File: config.mk
export PLATFORM = sky130hd
export DESIGN_NAME = fifo_param
export DESIGN_NICKNAME = d
export VERILOG_FILES = /design/src/rtl/fifo_param.sv
export SDC_FILE = /design/constraint.sdc
export NUM_CORES = 1
export LEC_CHECK = 0
export ABC_AREA = 1
export CAP_MARGIN = 10
export CORE_MARGIN = 2
export CORE_UTILIZATION = 30
export CTS_BUF_LIST = sky130_fd_sc_hd__clkbuf_4 sky130_fd_sc_hd__clkbuf_8 sky130_fd_sc_hd__clkbuf_16
export DETAILED_ROUTE_END_ITERATION = 12
export PLACE_DENSITY_LB_ADDON = 0.25
export SLEW_MARGIN = 10
export SYNTH_ARGS = -nofsm -noshare
export SYNTH_HDL_FRONTEND = slang
export SYNTH_SLANG_ARGS = --single-unit
export TNS_END_PERCENT = 1
File: constraint.sdc
create_clock -name clk -period 18.6 [get_ports clk]
set_clock_uncertainty 0.2 [all_clocks]
set_input_delay 3.72 -clock clk [delete_from_list [all_inputs] [get_ports clk]]
set_output_delay 3.72 -clock clk [all_outputs]
set_load 0.02 [all_outputs]
File: src/rtl/fifo_param.sv
// Parametrised single-clock FIFO with registered flags, occupancy count and sticky errors.
// Define FIFO_FWFT_EN for first-word-fall-through reads; default is a registered latency-1 read.
module fifo_param #(
  parameter int WIDTH_DATA = 288,
  parameter int WIDTH_ADR  = 2,
  parameter int AF_LVL     = (2**WIDTH_ADR) - 1,
  parameter int AE_LVL     = 1
) (
  input  logic                  clk,
  input  logic                  rst_n,
  input  logic                  write_en,
  input  logic [WIDTH_DATA-1:0] write_dt,
  input  logic                  read_en,
  output logic [WIDTH_DATA-1:0] read_dt,
  output logic                  read_valid,
  output logic                  full,
  output logic                  empty,
  output logic                  almost_full,
  output logic                  almost_empty,
  output logic [WIDTH_ADR:0]    count,
  output logic                  overflow,
  output logic                  underflow,
  input  logic                  clr_err,
  output logic [WIDTH_ADR-1:0]  d_wadr,
  output logic [WIDTH_ADR-1:0]  d_radr
);

  localparam int            DEPTH   = 2**WIDTH_ADR;
  localparam int            CW      = WIDTH_ADR + 1;
  localparam logic [CW-1:0] DEPTH_C = CW'(DEPTH);
  localparam logic [CW-1:0] AF_C    = CW'(AF_LVL);
  localparam logic [CW-1:0] AE_C    = CW'(AE_LVL);

  logic [WIDTH_DATA-1:0] mem [DEPTH];

  logic [CW-1:0] wptr_q, wptr_d;
  logic [CW-1:0] rptr_q, rptr_d;
  logic [CW-1:0] count_q, count_d;
  logic          full_q, full_d;
  logic          empty_q, empty_d;
  logic          af_q, af_d;
  logic          ae_q, ae_d;
  logic          ovf_q, ovf_d;
  logic          unf_q, unf_d;
  logic          wr_acc, rd_acc;

  // Acceptance uses pre-edge flags only, so a simultaneous pop never frees room for a push at full.
  assign wr_acc = write_en && !full_q;
  assign rd_acc = read_en && !empty_q;

  always_comb begin
    wptr_d  = wptr_q;
    rptr_d  = rptr_q;
    count_d = count_q + CW'(wr_acc) - CW'(rd_acc);
    if (wr_acc) wptr_d = wptr_q + 1'b1;
    if (rd_acc) rptr_d = rptr_q + 1'b1;
    full_d  = (count_d == DEPTH_C);
    empty_d = (count_d == '0);
    af_d    = (count_d >= AF_C);
    ae_d    = (count_d <= AE_C);
    ovf_d   = ovf_q;
    unf_d   = unf_q;
    if (clr_err) begin
      ovf_d = 1'b0;
      unf_d = 1'b0;
    end
    // A new error in the clearing cycle must not be lost.
    if (write_en && full_q) ovf_d = 1'b1;
    if (read_en && empty_q) unf_d = 1'b1;
  end

  always_ff @(posedge clk or negedge rst_n) begin
    if (!rst_n) begin
      wptr_q  <= '0;
      rptr_q  <= '0;
      count_q <= '0;
      full_q  <= 1'b0;
      empty_q <= 1'b1;
      af_q    <= (AF_LVL == 0);
      ae_q    <= 1'b1;
      ovf_q   <= 1'b0;
      unf_q   <= 1'b0;
    end else begin
      wptr_q  <= wptr_d;
      rptr_q  <= rptr_d;
      count_q <= count_d;
      full_q  <= full_d;
      empty_q <= empty_d;
      af_q    <= af_d;
      ae_q    <= ae_d;
      ovf_q   <= ovf_d;
      unf_q   <= unf_d;
    end
  end

  // Storage is deliberately left out of reset; the pointers alone define valid contents.
  always_ff @(posedge clk) begin
    if (wr_acc) mem[wptr_q[WIDTH_ADR-1:0]] <= write_dt;
  end

`ifdef FIFO_FWFT_EN
  assign read_dt    = mem[rptr_q[WIDTH_ADR-1:0]];
  assign read_valid = !empty_q;
`else
  logic [WIDTH_DATA-1:0] rdata_q;
  logic                  rvalid_q;

  always_ff @(posedge clk or negedge rst_n) begin
    if (!rst_n) begin
      rdata_q  <= '0;
      rvalid_q <= 1'b0;
    end else begin
      rvalid_q <= rd_acc;
      if (rd_acc) rdata_q <= mem[rptr_q[WIDTH_ADR-1:0]];
    end
  end

  assign read_dt    = rdata_q;
  assign read_valid = rvalid_q;
`endif

  assign full         = full_q;
  assign empty        = empty_q;
  assign almost_full  = af_q;
  assign almost_empty = ae_q;
  assign count        = count_q;
  assign overflow     = ovf_q;
  assign underflow    = unf_q;
  assign d_wadr       = wptr_q[WIDTH_ADR-1:0];
  assign d_radr       = rptr_q[WIDTH_ADR-1:0];

endmodule

==> impl_results.md <==
* Outcome: complete, no violations
* Number of fill cells at 19350
* Largest net degree at the start of global routing at 189
* Post-Route Utilization at 0.3740
* Post-DRT Antenna Nets at 0
* Cell count after synthesis at 5794
* Clock sinks at 1454
* Io pins at 595
* Worst hold slack at 276.4 ps
* Routed vias at 38900
* Power per Cell Area at 162.4 nW/um2
* GRT Overall Usage at 0.1556
* Die H at 449.3 um
* Tcrit/Tclk final at 0.4067
* H-tree levels at 4
* Leak pwr at 33.39 nW
* Post-CTS resize count at 0
* Drt initial violations at 2436
* Worst setup EP type: flip-flop
* Initial antenna violation count at 29
* Post-route total power at 11.98 mW
* Post-synth top flop: edfxtp_1
* Remaining Overflow, GRT at 0
* Max Root-Sink Buffers at 3
* Die ar. at 201900 um2
* Cell area after synthesis at 59500 um2
* Sequential share of the synthesized area at 0.7085
* Yosys reg bits at 1454
* Fmax at 0.1322 GHz
* Cell taking the most area after synthesis: edfxtp_1
* FF-to-FF path depth at 7
* Slew of the pin with the lowest slew margin at 1377 ps
* Total routed wirelength at 159000 um
* First-pass DRT Iterations at 5
* Crit. Startpoint: write_en
* Hold path depth at 2
* Worst-path clk slew at 50 ps
* Residual DRC at 0
* Ratio of cells with drive above 1 in the final layout at 0.05555
* Synth top area share at 0.5814
* Syn avg cell area at 10.27 um2
* Area of the multi-input gates at 11790 um2
* Port Buf Inserts at 594
* Post-cts hold buffer count at 0
* Max-Cap Viols at 0
* Hold crit path type: reg2reg
* Reg2reg start: full
* First-pass GRT wire length at 240400 um
* Asr flop ratio synth at 0.2077
* Setup TNS at 0 ps
* Die width at 449.3 um
* Final RePlAce weighted congestion at 0.7274
* Detailed-route wire length per cell at 17.38 um
* Synth cell types at 17
* Final cell area excluding filler cells at 73750 um2
* Placed cell area at 68090 um2
* Hold path startpoint: read_dt[140]
* Placement Rows at 163
* Core ar. at 197200 um2
* Buffers inserted by post-CTS timing repair at 0
* CTS tree: built
* Area contributors post-synth: edfxtp_1 58%, nand2_1 15%, dfrtp_1 13%
* Synth warnings at 0
* Starting Density at 0.3017
* DP Wirelength at 92090 um
* Critical path startpoint category: input port
* Syn_nets at 6094
* Cts bufs inserted at 164
* Max IR drop VDD at 0.1843 mV
* Data required time of the critical path at 18820 ps
* Crit-path max FO at 55
* Later-pin clock latency in the skew report at 810 ps
* Slew headroom at 0.08177
* DR vias/cell at 4.253
* Clk root buf: clkbuf_16
* Register area at 42160 um2
* Cell with the most instances after synthesis: nand2_1
* Number of synthesized flops with an enable pin at 1152
* Final hold viol count at 0
* Unrepaired setup endpoints after global routing: false
* Path type of the worst setup path: in2reg
* Vias in the first global route at 37950
* Min cycle time layout at 7564 ps
* Final net count at 6656
* Layout area overhead at 23.96%
* Pins Over Slew Limit at 0
* Most frequent cells after synthesis: 2314 x nand2_1, 1170 x inv_1, 1152 x edfxtp_1
* Finish-stage setup viols at 0
* WP data arrival at 7780 ps
-- per-stage QoR --
stage | cells | worst slack, ps
floorplan | 5794 | 1627
global placement | 8830 | 10190
detailed placement | 8830 | 10150
CTS | 9139 | 11050
global route | 9142 | 10840
finish | 9146 | 11040
-- final timing paths --
kind	end	slack (ps)
max	mem[3][97]	11040
min reg2reg	read_dt[140]	280
max reg2reg	mem[3][97]	14000
max in group asynchronous	read_dt[276]	12930
min in group asynchronous	read_dt[110]	2660
min	read_dt[140]	280
-- power by group --
part | internal, mW | switching (mW)
clock | 1.99 | 1.34
combinational | 1.32 | 2.64
sequential | 4.36 | 0.339
total | 7.66 | 4.31
-- placed cells by master, fill, tap and decap left out, types with 2 or more instances in the layout --
cell                n
xor2_1              3
clkbuf_16         167
clkdlybuf4s50_1   593
clkbuf_8           17
inv_6               5
inv_16              4
nor2_4              5
dfrtp_4             2
nand3_1           577
edfxtp_1         1152
inv_1            1170
bufinv_16          12
diode_2             7
ha_1                6
o21ai_0             3
clkinv_2           23
buf_12              4
nor2_1              4
clkinv_16           2
nand2_1          2314
buf_4              51
dfstp_2             2
inv_8               4
clkinv_8            4
clkbuf_4           56
dfrtp_1           298
clkinv_1           16
-- kinds of logic (layout without fill, tap and decap cells) --
| group | Yosys count | count (layout) | share of synthesized area |
|---|---|---|---|
| fa+ha+maj | 7 | 7 | 0.001598 |
| flops | 1454 | 1454 | 0.7085 |
| compound gates | 4 | 4 | 0.0003363 |
| buf+inv | 1426 | 2131 | 0.09406 |
| xor+xnor | 3 | 3 | 0.0004417 |
| simple gates | 2900 | 2900 | 0.1951 |
| other cells | 0 | 7 | 0 |
-- registers in the layout, indices dropped and copies added (netlist names) --
name / flops
almost_empty: 1
read_dt: 288
almost_full: 1
mem: 1152
empty: 1
wptr_q: 2
read_valid: 1
overflow: 1
count: 3
underflow: 1
rptr_q: 2
full: 1
-- routing by layer --
metal / global-route usage / wire (um) / vias up
met2: 0.2548 / 75160 / 820
li1: - / - / 19100
met3: 0.03432 / 7992 / 237
met5: 0 / 236 / -
met4: 0.04151 / 3199 / 38
met1: 0.2077 / 72400 / 18710
-- critical path, cell delays in order --
cell and delay [ps]:
clkdlybuf4s50_1 470, nand2_1 320, nor2_4 320, buf_4 520, buf_4 820, buf_4 790
buf_4 640
-- area by class of cell --
cell class,instances,share of cell area
sequential,1454,0.5717
multi-input combinational,2914,0.1598
timing repair buffer,649,0.08696
clock buffer,240,0.06554
inverter,1173,0.06001
tap,2640,0.04479
clock inverter,69,0.01101
antenna,7,0.0002375
Power figures use the tool's default switching activity.
